### src/rtl/sp1_arb4.sv
// Four-requester round-robin arbiter with grant held until the owner signals done.
// Optional watchdog (macro SP1_ARB_TIMEOUT_EN) forces a release after TMO cycles without done.
module sp1_arb4 #(
  parameter int unsigned TMO = 255
) (
  input  logic       clk,
  input  logic       rst,
  input  logic [3:0] req,
  input  logic       done,
  output logic [3:0] gnt,
  output logic [1:0] gnt_id,
  output logic       busy,
  output logic       tmo
);

  typedef enum logic {S_IDLE = 1'b0, S_OWN = 1'b1} state_t;

  if (TMO < 1 || TMO > 255) begin : g_bad_tmo
    $error("sp1_arb4: TMO must be in 1..255");
  end

  state_t     state_q, state_d;
  logic [3:0] gnt_q, gnt_d;
  logic [1:0] gnt_id_q, gnt_id_d;
  logic       busy_q, busy_d;
  logic       tmo_q, tmo_d;
  logic [1:0] ptr_q, ptr_d;

  logic       tmo_fire;
  logic       release_w;
  logic [1:0] rel_ptr;
  logic [3:0] masked_req;
  logic [2:0] sel_idle;
  logic [2:0] sel_own;

  // Returns {found, index} of the first set bit at or after p, ascending modulo 4.
  function automatic logic [2:0] pick(input logic [3:0] r, input logic [1:0] p);
    logic [1:0] idx;
    logic [2:0] res;
    res = 3'b000;
    for (int i = 3; i >= 0; i--) begin
      idx = p + 2'(i);
      if (r[idx]) res = {1'b1, idx};
    end
    return res;
  endfunction

`ifdef SP1_ARB_TIMEOUT_EN
  localparam logic [7:0] TMO_LAST = 8'(TMO - 1);
  logic [7:0] cnt_q, cnt_d;

  assign tmo_fire = (state_q == S_OWN) && !done && (cnt_q == TMO_LAST);

  // Counts OWN cycles without done; any release (and therefore any grant) clears it.
  always_comb begin
    cnt_d = 8'd0;
    if (state_q == S_OWN && !release_w) cnt_d = cnt_q + 8'd1;
  end

  always_ff @(posedge clk) begin
    if (rst) cnt_q <= 8'd0;
    else     cnt_q <= cnt_d;
  end
`else
  assign tmo_fire = 1'b0;
`endif

  assign release_w  = (state_q == S_OWN) && (done || tmo_fire);
  assign rel_ptr    = gnt_id_q + 2'd1;
  // The releasing owner is masked so it can never win a back-to-back re-grant.
  assign masked_req = req & ~gnt_q;
  assign sel_idle   = pick(req, ptr_q);
  assign sel_own    = pick(masked_req, rel_ptr);

  // State register
  always_ff @(posedge clk) begin
    if (rst) begin
      state_q  <= S_IDLE;
      gnt_q    <= 4'b0000;
      gnt_id_q <= 2'd0;
      busy_q   <= 1'b0;
      tmo_q    <= 1'b0;
      ptr_q    <= 2'd0;
    end else begin
      state_q  <= state_d;
      gnt_q    <= gnt_d;
      gnt_id_q <= gnt_id_d;
      busy_q   <= busy_d;
      tmo_q    <= tmo_d;
      ptr_q    <= ptr_d;
    end
  end

  // Next-state logic
  always_comb begin
    state_d = state_q;
    case (state_q)
      S_IDLE:  if (req != 4'b0000) state_d = S_OWN;
      S_OWN:   if (release_w && !sel_own[2]) state_d = S_IDLE;
      default: state_d = S_IDLE;
    endcase
  end

  // Output logic
  always_comb begin
    gnt_d    = gnt_q;
    gnt_id_d = gnt_id_q;
    busy_d   = busy_q;
    tmo_d    = 1'b0;
    ptr_d    = ptr_q;
    case (state_q)
      S_IDLE: begin
        if (sel_idle[2]) begin
          gnt_d    = 4'b0001 << sel_idle[1:0];
          gnt_id_d = sel_idle[1:0];
          busy_d   = 1'b1;
        end
      end
      S_OWN: begin
        if (release_w) begin
          ptr_d = rel_ptr;
          tmo_d = tmo_fire;
          if (sel_own[2]) begin
            gnt_d    = 4'b0001 << sel_own[1:0];
            gnt_id_d = sel_own[1:0];
            busy_d   = 1'b1;
          end else begin
            gnt_d    = 4'b0000;
            gnt_id_d = 2'd0;
            busy_d   = 1'b0;
          end
        end
      end
      default: begin
        gnt_d    = 4'b0000;
        gnt_id_d = 2'd0;
        busy_d   = 1'b0;
      end
    endcase
  end

  assign gnt    = gnt_q;
  assign gnt_id = gnt_id_q;
  assign busy   = busy_q;
  assign tmo    = tmo_q;

endmodule

### config.mk
export PLATFORM = sky130hd
export DESIGN_NAME = sp1_arb4
export DESIGN_NICKNAME = d
export VERILOG_FILES = /design/src/rtl/sp1_arb4.sv
export SDC_FILE = /design/constraint.sdc
export NUM_CORES = 1
export LEC_CHECK = 0
export ABC_AREA = 1
export CAP_MARGIN = 30
export CELL_PAD_IN_SITES_DETAIL_PLACEMENT = 1
export CELL_PAD_IN_SITES_GLOBAL_PLACEMENT = 2
export CORE_MARGIN = 3
export CORE_UTILIZATION = 28
export DETAILED_ROUTE_END_ITERATION = 8
export GPL_ROUTABILITY_DRIVEN = 0
export PLACE_DENSITY_LB_ADDON = 0.1
export RECOVER_POWER = 100
export SLEW_MARGIN = 20
export SYNTH_ARGS = -nofsm -noshare
export SYNTH_HDL_FRONTEND = slang
export SYNTH_SLANG_ARGS = --single-unit
### constraint.sdc
create_clock -name clk -period 2.3 [get_ports clk]
set_input_delay 0.575 -clock clk [delete_from_list [all_inputs] [get_ports clk]]
set_output_delay 0.575 -clock clk [all_outputs]
set_load 0.02 [all_outputs]
# Word-level counts from Yosys, hierarchy flattened
# Index checks and enable logic that the tools add are counted.
[word_totals] out_inout_bits=8 word_cells=72 regBits=10
[op_classes] n_eq_ne=2 magnitude_cmp=8 addsub=7 bitwise_logic=3 n_reduce_logical=6 n_mux=39 shift=2
[ops] op="$lt 2x3->1 const B" n=8
[ops] op="$mux 3" n=8
[ops] op="$bmux 1 s2" n=8
[ops] op="$mux 1" n=13
[ops] op="$mux 4" n=3
[ops] op="$add 2x2->2 const B" n=4
[ops] op="$pmux 4 s2" n=1
[ops] op="$shl 1x2->4 const A" n=2
[ops] op="$add 2x1->2 const B" n=3
[ops] op="$mux 2" n=3
[ops] op="$and 4x4->4" n=1
[ops] op="$not 4->4" n=1
[ops] op="$pmux 1 s2" n=2
[ops] op="$pmux 2 s2" n=1
[ops] op="$reduce_and 2->1" n=2
[ops] op="$reduce_bool 4->1" n=1
[ops] op="$logic_and 1x1->1" n=2
[ops] op="$ne 2x1->1 const B" n=1
[ops] op="$ne 2x2->1 const B" n=1
[ops] op="$logic_not 1->1" n=1
[ops] op="$not 1->1" n=1

# Depth between registers and ports, before layout
# Gate-level depths: netlist (run 1).
[depth] depth_word=12 depth_mapped=15 ltp_nobuf=14

# Worst setup path before layout (run 1)
# No wires, ideal clock.
[synth_timing] kind="reg-to-reg" from="register gnt_id_q[0] (netlist: gnt_id[0])" to="register gnt_q[2] (netlist: gnt[2])" path_slack_ns=0.720 synth_period_minus_slack_ns=1.580 setup_ns=0.109 t_arrival_ns=1.471 path_stages_with_launch=15 cell_sequence="dfxtp_1 buf_4 inv_4 nand3_1 nand2_1 nand2_1 nand2_1 nand2_1 nand2_2 nand2_2 nand2_1 nand2_1 nand3_1 nand2_1 inv_1"
[synth_via] elab_chain_len=12 word_cells_on_any_way=20 classes_between="add/sub (4); shift (1); mux (15)"
[synth_rtl] element="start, declared" line="24" text="logic [1:0] gnt_id_q, gnt_id_d;"
[synth_rtl] element="start signal, assigned" line="87" text="gnt_id_q <= gnt_id_d;"
[synth_rtl] element="$add 2x1->2 (*)" line="69" text="assign rel_ptr = gnt_id_q + 2'd1;"
[synth_rtl] element="$add 2x2->2" line="42" text="idx = p + 2'(i);"
[synth_rtl] element="$bmux 1 s2" line="43" text="if (r[idx]) res = {1'b1, idx};"
[synth_rtl] element="$mux 1 (not written as such)" line="43"
[synth_rtl] element="$mux 3 (3 in series)" line="43"
[synth_rtl] element="$mux 3 (*)" line="43"
[synth_rtl] element="$shl 1x2->4" line="124" text="gnt_d = 4'b0001 << sel_own[1:0];"
[synth_rtl] element="$mux 4 (*)" line="123" text="if (sel_own[2]) begin"
[synth_rtl] element="$mux 4 (*)" line="120" text="if (release_w) begin"
[synth_rtl] element="$pmux 4 s2 (*)" line="111" text="case (state_q)"
[synth_rtl] element="end signal, assigned" line="86" text="gnt_q <= gnt_d;"
[synth_rtl] element="end, declared" line="23" text="logic [3:0] gnt_q, gnt_d;"
# Every way passes the cells marked *; elsewhere a longest branch is shown, timed or not. The select of a mux whose other input is x is not followed.
# A chain may end at the register's enable or synchronous reset.

# Worst setup path in the final report (run 1)
[layout_timing] from="register gnt_id_q[0] (netlist: gnt_id[0])" to="output gnt_id[0]"
[layout_lines] element="end, declared" line="11" text="output logic [1:0] gnt_id,"
# No word-level cell between the ends.

==> results of run 1 <==
## registers in the layout, summed over array words and instances, names as in the netlist
register	flops
ptr_q	2
state_q	1
gnt	4
busy	1
gnt_id	2
## power groups by stage
stage | clock [uW] | sequential [uW] | combinational, uW
2_1_floorplan | 0 | 246 | 314
3_3_place_gp | 0 | 246 | 446
3_5_place_dp | 0 | 246 | 451
4_1_cts | 167 | 243 | 454
5_1_grt | 177 | 248 | 508
6_report | 159 | 242 | 441
## cell type report
type / instances / area (um2)
clock buffers: 4 / 36.3
fillers: 425 / 1960
inverters: 26 / 100
multi-input cells: 126 / 589
flip-flops and latches: 10 / 200
well taps: 44 / 55.1
repair buffers: 14 / 138
## cells in the mapped netlist (3+ instances only)
cell,count,area share
dfxtp_1,10,0.22
o21ai_0,8,0.044
a21oi_1,6,0.033
nand2_1,58,0.24
inv_1,19,0.078
inv_2,6,0.025
nor2_1,15,0.062
nand3_1,20,0.11
nand2_2,3,0.021
a21oi_2,3,0.029
## through the flow
step                utilization  power, uW  setup WS, ns
floorplan                     -        560         0.720
global placement          0.352        692        0.0244
detailed placement        0.352        698        0.0235
CTS                       0.363        864         0.118
global route              0.363        934       0.00828
finish                    0.363        842         0.133
## cells by family after synthesis
group	count (synthesis)
xor gates and xnor gates	2
AOI/OAI and AO/OA	20
and+or+nand+nor	103
DFF	10
buffers and inverters	29
other	1
## how the worst max path moves through the flow
stage,cells after the start,slack (ns),end,from
floorplan,14,0.72,gnt[2],gnt_id[0]
global placement,9,0.02,gnt[2],req[0]
detailed placement,9,0.02,gnt[2],req[0]
CTS,1,0.12,gnt_id[0],gnt_id[0]
global route,1,0.008,gnt_id[0],gnt_id[0]
finish,1,0.13,gnt_id[0],gnt_id[0]
## worst register-to-register path, cell delays in order, from the launching register on
cell	delay, ns
dfxtp_1	0.63
inv_4	0.12
nand3_1	0.10
nand2_1	0.10
nor2_1	0.19
inv_1	0.07
nor2_1	0.18
nand2_1	0.11
a21oi_1	0.13
or2_1	0.11
inv_1	0.03
## cells in the final DEF, fill, tap and decap left out
| master | synthesis | layout |
|---|---|---|
| or2_1 | 1 | 1 |
| o211ai_1 | 1 | 1 |
| inv_1 | 19 | 20 |
| inv_2 | 6 | 5 |
| inv_4 | 1 | 1 |
| clkbuf_4 | 0 | 3 |
| nor3_1 | 1 | 1 |
| a21oi_1 | 6 | 6 |
| nand2_1 | 58 | 58 |
| dfxtp_1 | 10 | 10 |
| nor2_2 | 1 | 1 |
| buf_4 | 2 | 1 |
| dlygate4sd3_1 | 0 | 7 |
| a41oi_1 | 1 | 1 |
| nor2_1 | 15 | 15 |
| nand2_2 | 3 | 3 |
| xnor2_1 | 1 | 1 |
| clkbuf_8 | 0 | 1 |
| conb_1 | 1 | 1 |
| a21oi_2 | 3 | 3 |
| o21ai_1 | 1 | 1 |
| nand4_1 | 2 | 2 |
| nand3_1 | 20 | 20 |
| nand3_2 | 2 | 2 |
| clkdlybuf4s50_1 | 0 | 6 |
| xor2_2 | 1 | 1 |
| o21ai_0 | 8 | 8 |
## metal layers
metal	part of all wire	GRT usage	routed length (um)
met3	0.026	0.0252	72
met2	0.47	0.258	1300
met4	0.0061	0.0579	17
met1	0.50	0.216	1400
met5	0	0	0
==> results by group, run 1 <==
Timing
  • Crit share post-route: 0.942
  • Setup violators final: 0
  • Setup TNS: 0 ns
  • Final Hold Viols: 0
  • Measured slew at the worst slew-check pin: 0.499 ns
  • Final Max Tran Viols: 0
  • Max-Slew Margin vs Limit: 0.667
  • Max Clock Skew: 0.00744 ns
  • Highest Clock Rate: around 460 MHz
  • Worst hold slack: 0.510 ns
  • Minimum clock period: approximately 2.2 ns
  • RSZ-0062 raised after global routing: false

Synth
  • Netlist cell types: 24
  • Mapped Nets: 172
  • Largest family of logic cells by synthesized area: simple AND/OR/NAND/NOR gates
  • Register area share after synthesis: 0.220
  • Synth Area in XOR/XNOR: 0.0275
  • Avg Inst Size Synth: between 5 and 6 um2
  • Mapped Area: 910 um2
  • Synth Register Bits: 10
  • Synth Area in Compound Gates: 0.129
  • Cells after Synth: 165
  • Post-synth EDFFs: 0
  • Synth Area in Adders: 0
  • Mux cell area share after synthesis: 0
  • Main synth FF type: dfxtp_1
  • Synthesized-area fraction occupied by and/or/nand/nor cells: 0.487
  • Async S/R FF share, synth: 0
  • Synth warn: 0

Setup path
  • Worst R2R Start: gnt_id[0]
  • Worst endpoint required time: 1.73 ns
  • Worst reg2reg path endpoint: state_q
  • Slowest-stage cell, CP: clkdlybuf4s50_1
  • CP top delay family: buffers and inverters
  • Flop-to-flop setup slack: approximately 0.44 ns
  • Critical path startpoint category: flop
  • CP max stage delay: 0.70 ns
  • Worst-path cell chain: clkdlybuf4s50_1
  • Crit-path max FO: 10
  • WP buf/inv: 1
  • CP arrival: 1.59 ns
  • Worst-case reg-to-reg path depth: 10
  • Kind of critical path: flop to output port
  • Critical path endpoint category: output port

Routing
  • Vias post-DR: 1,034
  • Drt wl/cell: 12.5 um
  • DRC: 0
  • Final antenna-violating net count: 0
  • Vias/cell: 4.62
  • Final WL: 2.80 mm
  • Initial DRC count: 27
  • Pre-Repair DR Iteration Count: 4

Power
  • Combinational share of power: 0.523
  • PwrDens: 753 mW/mm2
  • P_int: between 400 and 500 uW
  • Max VDD drop: 0.379 mV
  • Seq pwr share: 0.287
  • Leakage power: 0.000584 uW
  • Clk pwr share: 0.189
  • Net switching power: 389 uW
  • Net Sw Frac: 0.462

CTS
  • Root Buffer: clkbuf_4
  • Post-CTS setup buffers: 0
  • Worst-Skew Late Latency: 0.27 ns
  • PostCTS Resize Cnt: 0
  • Hold_buf cts: 0
  • Clock transition at path regs: about 0.07 ns
  • TritonCTS buffer count: 3
  • CTS tree: done
  • Maximum clock path buffer count: 2
  • H-Tree Depth: 1
  • Clock Sinks: 10

Floorplan
  • Die Wd: 63.0 um
  • Die height: roughly 63 um
  • Top Ports: 15
  • Core area: 0.00308 mm2
  • Starting Density: 0.296
  • Cell Rows: 20
  • Full die area: 0.00397 mm2

Hold path
  • Hold endpoint: busy
  • Hold Startpoint: busy
  • HP Class: flop to flop
  • Hold Path Cell Cnt: 2

GRT
  • Total track usage: 0.161
  • Largest net degree at the start of global routing: 11
  • Vias in the first global route: 1,077
  • Initial antenna violation count: 0
  • Overflow after GRT: 0
  • First-pass GRT wire length: 5.10 mm

Status
  • Status: complete, no violations

Cells and area
  • Nets: roughly 190
  • N_diodes: 0
  • Syn-to-layout area delta: 23.0%
  • Final Non-Filler Cells: 224
  • Final instance area: 0.00112 mm2
  • Layout cells sized above 1: 0.117

Placed design
  • Post-DP HPWL: 2.35 mm
  • Placed cells: 220
  • DP Area: 0.00108 mm2
  • I/O Buffers: 13

Job
  • Max-cap violations: 0
No activity file was read; power rests on OpenSTA's default activity.
==> inputs of run 2 (changes only) <==
Settings changed: CORE_MARGIN 3 to 10, GPL_TIMING_DRIVEN set to 0.
Clock period 2.3 ns to 2.6 ns, I/O delays scaled along.
==> results by group, run 2 (synthesized netlist as in run 1, its figures left out) <==
GRT
  • Overflow after GRT: 0
  • Total track usage: 0.0966
  • Initial antenna violation count: 0
  • Vias in the first global route: between 1,000 and 1,500
  • First-pass GRT wire length: 4.90 mm
  • Largest net degree at the start of global routing: 11

Routing
  • Vias post-DR: 1,079
  • Vias/cell: 4.77
  • Final WL: 2.72 mm
  • DRC: 0
  • Pre-Repair DR Iteration Count: 4
  • Final antenna-violating net count: 0
  • Initial DRC count: 62
  • Drt wl/cell: 12.0 um

Floorplan
  • Core area: 0.00308 mm2
  • Cell Rows: 20
  • Full die area: just under 0.006 mm2
  • Starting Density: 0.296
  • Top Ports: 15
  • Die Wd: a little under 80 um
  • Die height: approximately 77 um

Placed design
  • Dpl ws: 0.281 ns
  • Post-DP HPWL: 2.33 mm
  • I/O Buffers: 13

Timing
  • Setup TNS: 0 ns
  • Final Hold Viols: 0
  • Crit share post-route: 0.829
  • Setup violators final: 0
  • Final Max Tran Viols: 0
  • Worst hold slack: 0.503 ns
  • Final WS setup: 0.445 ns
  • Highest Clock Rate: around 460 MHz
  • Max Clock Skew: 0.00175 ns
  • Minimum clock period: about 2.2 ns
  • RSZ-0062 raised after global routing: false

Setup path
  • Critical path endpoint category: flop
  • Flop-to-flop setup slack: 0.95 ns
  • CP arrival: between 2 and 2.5 ns
  • Worst R2R Start: gnt_id[0]
  • Crit-path max FO: 10
  • Critical path startpoint category: input pin
  • Worst endpoint required time: 2.77 ns
  • Worst reg2reg path endpoint: gnt[2]
  • Worst-case reg-to-reg path depth: 14
  • Kind of critical path: input pin to flop

CTS
  • Worst-Skew Late Latency: approximately 0.26 ns
  • Hold_buf cts: 0
  • Clock Sinks: 10
  • H-Tree Depth: 1
  • Post-CTS setup buffers: 0
  • TritonCTS buffer count: 3
  • Root Buffer: clkbuf_4
  • CTS tree: done
  • PostCTS Resize Cnt: 0
  • Clock transition at path regs: 0.07 ns
  • Maximum clock path buffer count: 2

Cells and area
  • Syn-to-layout area delta: 24.3%
  • Max reg flops: 4
  • Commonest non-fill, non-tap cells in the layout: nand2_1, inv_1, nand3_1
  • Fillers: 431
  • N_diodes: 0
  • Most common cell after layout, fill and taps aside: nand2_1
  • Nets: 190
  • Layout cells sized above 1: 0.121

Power
  • Seq pwr share: 0.268
  • Clk pwr share: 0.186
  • Net switching power: ~340 uW
  • Max VDD drop: 0.306 mV
  • Net Sw Frac: 0.457
  • Combinational share of power: 0.547
  • Leakage power: 0.000599 uW
  • P_int: about 400 uW
  • PwrDens: about 650 mW/mm2

Job
  • Max-cap violations: 0

Hold path
  • HP Class: flop to flop
  • Hold Path Cell Cnt: 2
  • Hold Startpoint: busy
  • Hold endpoint: busy

Status
  • Status: complete, no violations
[run 2: worst max-delay path by stage]
stage / endpoint / from / slack [ns] / cells past startpoint
after floorplan: gnt[2] / gnt_id[0] / 1.02 / 14
after global placement: gnt[2] / req[0] / 0.32 / 9
after detailed placement: gnt[2] / req[1] / 0.28 / 14
after CTS: gnt_id[1] / gnt_id[1] / 0.51 / 1
after global routing: gnt[2] / req[3] / 0.22 / 9
final: gnt[2] / req[3] / 0.44 / 9
[run 2: cell type report]
type | count | area, um2 | area share
clock buffer | 4 | 36.3 | 0.0321
multi-input combinational | 126 | 589 | 0.521
sequential | 10 | 200 | 0.177
tap | 44 | 55.1 | 0.0487
timing repair buffer | 13 | 130 | 0.115
inverter | 26 | 100 | 0.0885
buffer | 3 | 20.0 | 0.0177
[run 2: critical path: stages]
cell and delay (ns):
dlygate4sd3_1 0.60, inv_1 0.10, a41oi_1 0.16, nor2_1 0.26, inv_1 0.20, o21ai_0 0.23
inv_2 0.04, nand2_1 0.06, inv_1 0.03
[run 2: power by group through the flow]
stage	Combinational, uW	Clock (uW)	Sequential [uW]
after floorplan	278	0	217
after global placement	409	0	202
after detailed placement	415	0	203
after CTS	418	145	199
after global routing	461	156	203
final	405	137	198
[run 2: per-stage QoR]
stage	utilization	instances	cell area, um2	power, uW
after global placement	0.356	222	1090	612
after floorplan	-	165	910	495
after CTS	0.367	226	1130	763
final	0.367	226	1130	740
after global routing	0.367	226	1130	820
after detailed placement	0.356	222	1090	618
[run 2: layer usage]
metal	GRT usage	vias up	part of all wire	wire [um]
li1	-	549	-	-
met3	0.0163	2	0.029	79
met4	0.0328	0	0.0037	10
met1	0.129	518	0.51	1380
met2	0.152	10	0.46	1250
met5	0	-	0	0
